## src/rtl/mem_stage.sv

```systemverilog
// mem_stage: byte-serial load/store stage on an 8-bit RAM port; MEM_ALIGN_CHECK_EN traps misaligned H/W accesses.
// Latency: 1 cycle for non-memory ops; a memory op stalls N+2 cycles (load) or N+1 cycles (store), N = bytes.
// Backpressure: stall_out holds upstream for the whole access; inputs are ignored while it is high.
module mem_stage (
    input  logic        clk_in,
    input  logic        rst_in,
    input  logic        rdE_in,
    input  logic [4:0]  rdIdx_in,
    input  logic [31:0] rdData_in,
    input  logic [3:0]  memOp_in,
    input  logic [31:0] storeData_in,
    input  logic [7:0]  ramData_in,
    output logic [31:0] ramAddr_out,
    output logic        ramWE_out,
    output logic [7:0]  ramData_out,
    output logic        stall_out,
    output logic        rdE_out,
    output logic [4:0]  rdIdx_out,
    output logic [31:0] rdData_out,
    output logic        misalign_out
);
    typedef enum logic [1:0] {IDLE, ACCESS, WAIT, DONE} state_t;

    localparam logic [3:0] OP_LB  = 4'd1, OP_LH  = 4'd2, OP_LW = 4'd3, OP_LBU = 4'd4,
                           OP_LHU = 4'd5, OP_SB  = 4'd6, OP_SH = 4'd7, OP_SW  = 4'd8;

    function automatic logic op_is_load(input logic [3:0] op);
        return (op >= OP_LB) && (op <= OP_LHU);
    endfunction

    function automatic logic op_is_store(input logic [3:0] op);
        return (op >= OP_SB) && (op <= OP_SW);
    endfunction

    function automatic logic [1:0] op_last(input logic [3:0] op);
        case (op)
            OP_LB, OP_LBU, OP_SB: return 2'd0;
            OP_LH, OP_LHU, OP_SH: return 2'd1;
            default:              return 2'd3;
        endcase
    endfunction

    state_t      state;
    logic [1:0]  cnt;
    logic [3:0]  op_q;
    logic [31:0] addr_q;
    logic [31:0] sdat_q;
    logic [4:0]  idx_q;
    logic        rde_q;
    logic [31:0] buf_q;

    logic        in_mem;
    logic        in_misal;
    logic [1:0]  fill_idx;
    logic [31:0] fill_word;
    logic [31:0] load_val;

    assign in_mem   = op_is_load(memOp_in) || op_is_store(memOp_in);
    // cnt has already advanced past the byte now arriving, so it lands one slot back.
    assign fill_idx = cnt - 2'd1;

`ifdef MEM_ALIGN_CHECK_EN
    logic misalign_q;

    always_comb begin
        case (memOp_in)
            OP_LH, OP_LHU, OP_SH: in_misal = rdData_in[0];
            OP_LW, OP_SW:         in_misal = (rdData_in[1:0] != 2'b00);
            default:              in_misal = 1'b0;
        endcase
    end

    always_ff @(posedge clk_in or negedge rst_in) begin
        if (!rst_in) begin
            misalign_q <= 1'b0;
        end else begin
            misalign_q <= (state == IDLE) && in_mem && in_misal;
        end
    end

    assign misalign_out = misalign_q;
`else
    assign in_misal     = 1'b0;
    assign misalign_out = 1'b0;
`endif

    always_comb begin
        fill_word = buf_q;
        fill_word[{fill_idx, 3'b000} +: 8] = ramData_in;
    end

    always_comb begin
        case (op_q)
            OP_LB:   load_val = {{24{fill_word[7]}}, fill_word[7:0]};
            OP_LH:   load_val = {{16{fill_word[15]}}, fill_word[15:0]};
            OP_LBU:  load_val = {24'd0, fill_word[7:0]};
            OP_LHU:  load_val = {16'd0, fill_word[15:0]};
            default: load_val = fill_word;
        endcase
    end

    always_comb begin
        ramAddr_out = 32'd0;
        ramWE_out   = 1'b0;
        ramData_out = 8'd0;
        if (state == ACCESS) begin
            ramAddr_out = addr_q + {30'd0, cnt};
            if (op_is_store(op_q)) begin
                ramWE_out   = 1'b1;
                ramData_out = sdat_q[{cnt, 3'b000} +: 8];
            end
        end
    end

    // Gated by reset so the IDLE decode of memOp_in cannot raise stall while held in reset.
    always_comb begin
        case (state)
            IDLE:        stall_out = rst_in && in_mem;
            ACCESS, WAIT: stall_out = 1'b1;
            default:     stall_out = 1'b0;
        endcase
    end

    always_ff @(posedge clk_in or negedge rst_in) begin
        if (!rst_in) begin
            state      <= IDLE;
            cnt        <= 2'd0;
            op_q       <= 4'd0;
            addr_q     <= 32'd0;
            sdat_q     <= 32'd0;
            idx_q      <= 5'd0;
            rde_q      <= 1'b0;
            buf_q      <= 32'd0;
            rdE_out    <= 1'b0;
            rdIdx_out  <= 5'd0;
            rdData_out <= 32'd0;
        end else begin
            case (state)
                IDLE: begin
                    if (in_mem) begin
                        op_q    <= memOp_in;
                        addr_q  <= rdData_in;
                        sdat_q  <= storeData_in;
                        idx_q   <= rdIdx_in;
                        rde_q   <= rdE_in;
                        cnt     <= 2'd0;
                        rdE_out <= 1'b0;
                        state   <= in_misal ? DONE : ACCESS;
                    end else begin
                        rdE_out    <= rdE_in;
                        rdIdx_out  <= rdIdx_in;
                        rdData_out <= rdData_in;
                    end
                end
                ACCESS: begin
                    if (op_is_load(op_q) && (cnt != 2'd0)) begin
                        buf_q <= fill_word;
                    end
                    cnt <= cnt + 2'd1;
                    if (cnt == op_last(op_q)) begin
                        state <= op_is_load(op_q) ? WAIT : DONE;
                    end
                end
                WAIT: begin
                    buf_q      <= fill_word;
                    rdData_out <= load_val;
                    rdE_out    <= rde_q;
                    rdIdx_out  <= idx_q;
                    state      <= DONE;
                end
                default: begin
                    state <= IDLE;
                end
            endcase
        end
    end

endmodule

```

## config.mk

```make
export PLATFORM = sky130hd
export DESIGN_NAME = mem_stage
export DESIGN_NICKNAME = d
export VERILOG_FILES = /design/src/rtl/mem_stage.sv
export SDC_FILE = /design/constraint.sdc
export NUM_CORES = 1
export LEC_CHECK = 0
export ABC_AREA = 0
export CORE_MARGIN = 3
export CORE_UTILIZATION = 57
export CTS_BUF_LIST = sky130_fd_sc_hd__clkbuf_4
export CTS_CLUSTER_DIAMETER = 50
export DETAILED_ROUTE_END_ITERATION = 8
export DONT_BUFFER_PORTS = 1
export PLACE_DENSITY_LB_ADDON = 0.15
export SLEW_MARGIN = 20
export SYNTH_ARGS = -nofsm -noshare
export SYNTH_HDL_FRONTEND = slang
export SYNTH_SLANG_ARGS = --single-unit
```

## constraint.sdc

```tcl
create_clock -name clk_in -period 2.9 [get_ports clk_in]
set_clock_uncertainty 0.15 [all_clocks]
set_input_delay 0.29 -clock clk_in [delete_from_list [all_inputs] [get_ports clk_in]]
set_output_delay 0.29 -clock clk_in [all_outputs]
set_load 0.01 [all_outputs]
```

# Yosys cells after proc, flatten, opt, wreduce, memory -nomap -nowiden
# Index checks and enable logic that the tools add are counted.
dict set report op_classes {
  n_lt_le_gt_ge 8
  n_mul 0
  reduce_logical 20
  div 0
  eq_ne 13
  add_sub_neg 4
  shift 3
  n_bitwise 0
  muxes 24
}
# cell n
set ops {}
lappend ops {{$pmux W32 S2} 2}
lappend ops {{$pmux W32 S4} 1}
lappend ops {{$mux W32} 3}
lappend ops {{$add A32 B2 Y32} 1}
lappend ops {{$bwmux W32} 1}
lappend ops {{$shift A8 B7 Y32 const A} 1}
lappend ops {{$shiftx A32 B6 Y8} 1}
lappend ops {{$shiftx A8 B7 Y32} 1}
lappend ops {{$eq A4 B3 Y1 const B} 4}
lappend ops {{$mux W8} 2}
lappend ops {{$pmux W5 S2} 1}
lappend ops {{$reduce_and A2 Y1} 5}
lappend ops {{$ge A4 B1 Y1 const B} 2}
lappend ops {{$ge A4 B3 Y1 const B} 2}
lappend ops {{$le A4 B3 Y1 const B} 2}
lappend ops {{$le A4 B4 Y1 const B} 2}
lappend ops {{$mux W2} 4}
lappend ops {{$pmux W2 S2} 2}
lappend ops {{$reduce_bool A2 Y1} 4}
lappend ops {{$neg A5 Y7} 1}
lappend ops {{$logic_and A1 B1 Y1} 6}
lappend ops {{$pmux W2 S3} 1}
lappend ops {{$reduce_or A3 Y1} 2}
lappend ops {{$mux W5} 1}
lappend ops {{other kinds (14)} 20}
dict set report totals {
  output_inout_bits 81
  wordCells 83
  latch_bits 0
  mem_bits_rw 0
  mem_bits_ro 0
  memories 0
  register_bits 148
}

# Depth between registers and ports, before layout
dict set report depth {
  ltp_word 7
  mapped_depth 10
  depth_no_buf 7
}

# Least setup slack after synthesis
# No wires, ideal clock.
dict set report synth_path {
  path_type {reg-to-reg}
  startpoint {register cnt[0]}
  endpoint {register rdData_out[19]}
  path_stages_with_launch 11
  t_arrival_ps 2498
  required_time_ps 2624
  path_slack_ps 127
  path_cell_list {dfrtp_1 -> buf_2 -> buf_2 -> inv_1 -> ha_1 -> and4_1 -> a21oi_1 -> o21ai_1 -> a311oi_4 -> buf_6 -> a211oi_1}
}
dict set report synth_between {
  elab_chain_cells 6
  word_cells_on_any_way 7
  cone_classes {2 x add/sub; 2 x shift; 3 x mux}
}
# element line
set synth_lines {}
lappend synth_lines {{from (decl)} 44} ;# logic [1:0] cnt;
lappend synth_lines {{from (signal assigned)} 159} ;# cnt <= cnt + 2'd1;
lappend synth_lines {{$sub A2 B1 Y2 *} 60} ;# assign fill_idx = cnt - 2'd1;
lappend synth_lines {{$neg A5 Y7 *} 89} ;# fill_word[{fill_idx, 3'b000} +: 8] = ramData_in;
lappend synth_lines {{$shiftx A8 B7 Y32 / $shift A8 B7 Y32 (equally long branches)} 89}
lappend synth_lines {{$bwmux W32 *} 89}
lappend synth_lines {{$pmux W32 S4 *} 93} ;# case (op_q)
lappend synth_lines {{$pmux W32 S2 *} 138} ;# case (state)
lappend synth_lines {{to (signal assigned)} 152} ;# rdData_out <= rdData_in;
lappend synth_lines {{to (signal assigned)} 166} ;# rdData_out <= load_val;
lappend synth_lines {{to (decl)} 19} ;# output logic [31:0] rdData_out,
# Mark *: on every way between the ends. The rest lies on a longest branch, timed or not.
# A chain may end at the register's enable or synchronous reset.

# Final worst setup path
dict set report layout_path {
  startpoint {register addr_q[19]}
  endpoint {output port ramAddr_out[31]}
}
dict set report layout_between {
  elab_chain_cells 2
}
# element line
set layout_lines {}
lappend layout_lines {{from (decl)} 46} ;# logic [31:0] addr_q;
lappend layout_lines {{from (signal assigned)} 142} ;# addr_q <= rdData_in;
lappend layout_lines {{$add A32 B2 Y32} 107} ;# ramAddr_out = addr_q + {30'd0, cnt};
lappend layout_lines {{$mux W32} 106} ;# if (state == ACCESS) begin
lappend layout_lines {{to (decl)} 13} ;# output logic [31:0] ramAddr_out,
# No other way between the ends.

==> metrics <==
reg-to-reg setup timing slack slightly above 0.3 ns; Reg clk slew, reported paths around 0.13 ns; Final Cycle Share 1.05; final hold violations ~150; worst path required time 2.46 ns; global-route wire length before repair ~34000 µm; initial cell density of the core 0.595; post-synthesis sequential element count approximately 150; top area cells in the synthesized netlist dfrtp_1 48%, mux2_2 9.8%, nand2_1 3.9%, o21ai_0 3.5%, nor2_1 3.2%; aggregate routed wire length about 22000 µm; CTS Hold Buffers Added between 80 and 90; initial antenna violation count 3; Post-synth EDFFs 0; Post-Syn Instances between 700 and 800; post-route ant nets 0; fraction of registers with async set or reset after synthesis 1.00; total CTS buffers 17; outcome finished, violations left; Switching Fraction 0.434; largest net degree at the start of global routing 150; HP Class primary input to asynchronous set/reset pin; Site Rows between 40 and 50; Vias per Instance ~6.2; Ys Warns 0; final RePlAce weighted congestion ~0.86; Final WS setup -0.158 ns; Final Non-Filler Cells 1042; CTS tree yes; sequential area share after synthesis 0.483; vias in the first global route around 6300; Mapped Nets approximately 860; Post-DP HPWL about 15000 µm; endpoint class of the critical path output pin; gr ovfl total 0; total power per unit cell area between 1000 and 1500 nW/µm²; Root Driver clkbuf_4; crit path DAT between 2 and 3 ns; dominant synthesized flop cell dfrtp_1; CTS H-Tree Depth 4; post-layout min period 3.06 ns; setup violators final 5; register area roughly 3700 µm²; RSZ-0062 raised after global routing true; PortBufs 0; Syn Std Cell Area 7660 µm²; CTS sink cnt 148; Top Ports 165; Min Hold Slack -0.749 ns; DP Cell Count 907; crit start category flop; die span in x 122 µm; Fillers just under 900; Worst-Skew Late Latency between 0.5 and 0.6 ns; setup TNS -0.336 ns; WL per Instance 21.0 µm; Rel. slew slack 0.547; # DRC 0; Area Overhead vs Synth 21.9%; full die area ~15000 µm²; max_cap viols 0; combinational group share of total power 0.478; Placed Area 7850 µm²; DR pass1 iterations 5; number of DRC markers in iteration 0 roughly 570; Multi-input gate area roughly 3800 µm²; maximum clock path buffer count 2; Net Sw Power between 4000 and 5000 µW; Max Fanout on Critical Path 2; kind of critical path flop to output pin; most frequent cells in the layout 147 x dfrtp_1, 82 x dlygate4sd3_1, 80 x nand2_1, 67 x mux2_2, 54 x o21ai_0; Yosys top cell by area dfrtp_1; syn avg cell area roughly 10 µm²; Pleak slightly below 0.004 µW; Highest Clock Rate 327 MHz; NumNets Final ~950; share of the synthesized area in the top cell type 0.483; Distinct cells, synth 51; Int Power between 5000 and 6000 µW; Seq pwr share 0.398; max-slew violation count 0; commonest non-fill, non-tap cell in the layout dfrtp_1; worst reg2reg path depth 9; via count about 6400; Die H 122 µm; GRT Resource Usage Total 0.298; Crit Reg-Reg Endpoint rdData_out[28]$_DFFE_PN0P_; Critical R2R Launch cnt[1]$_DFFE_PN0P_; post-route cell area 9340 µm²; Clock power frac 0.124; Core ar. 12900 µm²; share of layout cells above drive strength 1 0.220; maximum vdd drop 0.000478 V; failing checks negative hold slack, negative setup slack; worst-margin pin slew roughly 0.68 ns
-- metal layers --
| metal | share of wire | global-route usage | vias to the layer above |
|---|---|---|---|
| met5 | 0.00059 | 0 | - |
| met4 | 0.025 | 0.0959 | 2 |
| met3 | 0.082 | 0.0789 | 52 |
| met2 | 0.48 | 0.470 | 285 |
| met1 | 0.41 | 0.408 | 3202 |
| li1 | - | - | 2869 |
-- what timing repair did --
item,in CTS,in global routing
pin swaps,5,11
setup buffers,14,7
endpoints found under the setup margin,21,22
cloned,0,0
hold endpoints to repair,290,148
resized for setup,17,37
-- worst max-delay path, cell delays in order (launching register included) --
cell and delay [ns]:
dfrtp_1 0.39, nand4_1 0.19, or4_4 0.56, or3_1 0.37
nor3_2 0.14, mux2i_1 0.23, buf_4 0.17
-- state kept, by name, indices dropped and copies added, names as in the netlist --
| register | flops |
|---|---|
| addr_q | 32 |
| buf_q | 32 |
| rdData_out | 32 |
| sdat_q | 32 |
| idx_q | 5 |
| rdIdx_out | 5 |
| op_q | 4 |
| cnt | 2 |
| state | 2 |
| rdE_out | 1 |
| rde_q | 1 |
-- worst max-delay path by stage --
stage	cells past startpoint	start	slack, ns	to
6_report	6	addr_q[19]$_DFFE_PN0P_	-0.16	ramAddr_out[31]
5_1_grt	6	addr_q[18]$_DFFE_PN0P_	-0.30	ramAddr_out[31]
4_1_cts	7	cnt[1]$_DFFE_PN0P_	-0.16	ramAddr_out[31]
3_5_place_dp	7	cnt[0]$_DFFE_PN0P_	0.28	ramAddr_out[30]
3_3_place_gp	7	cnt[0]$_DFFE_PN0P_	0.36	ramAddr_out[18]
2_1_floorplan	10	cnt[0]$_DFFE_PN0P_	0.13	rdData_out[19]$_DFFE_PN0P_
-- synth_stat cells (all sizes together), types with 10 or more instances --
library cell  instances
dfrtp               148
nand2                80
mux2                 67
nor2                 65
o21ai                56
inv                  40
clkbuf               34
a21oi                26
nor3                 26
xnor2                20
a211oi               18
a22o                 17
mux2i                16
o22ai                15
buf                  13
nand3                12
ha                   10
nor2b                10
-- final cells by class --
type,instances,share of cell area
multi-input combinational,524,0.411
sequential,148,0.397
timing repair buffer,124,0.124
tap,172,0.0230
inverter,41,0.0165
clock buffer,19,0.0153
clock inverter,11,0.0122
antenna,3,0.000804
-- power groups by stage --
stage	sequential, µW	combinational (µW)	clock, µW
2_1_floorplan	3740	3370	0
3_3_place_gp	3940	4100	0
3_5_place_dp	4030	4240	0
4_1_cts	3940	4580	1250
5_1_grt	4100	5240	1350
6_report	3990	4780	1240
-- through the flow --
step / setup WS (ns) / util / power, µW
5_1_grt: -0.297 / 0.725 / 10700
3_3_place_gp: 0.363 / 0.610 / 8050
6_report: -0.158 / 0.725 / 10000
4_1_cts: -0.163 / 0.707 / 9780
2_1_floorplan: 0.127 / - / 7110
3_5_place_dp: 0.276 / 0.610 / 8260
-- kinds of logic after synthesis --
group	share of synthesized area
multiplexers	0.143
buffers and inverters	0.0464
other	0.000489
flip-flops	0.483
AO/OA/AOI/OAI	0.129
AND/OR/NAND/NOR	0.148
adder cells (fa/ha/maj)	0.0189
XOR/XNOR	0.0309
Power figures use the tool's default switching activity.
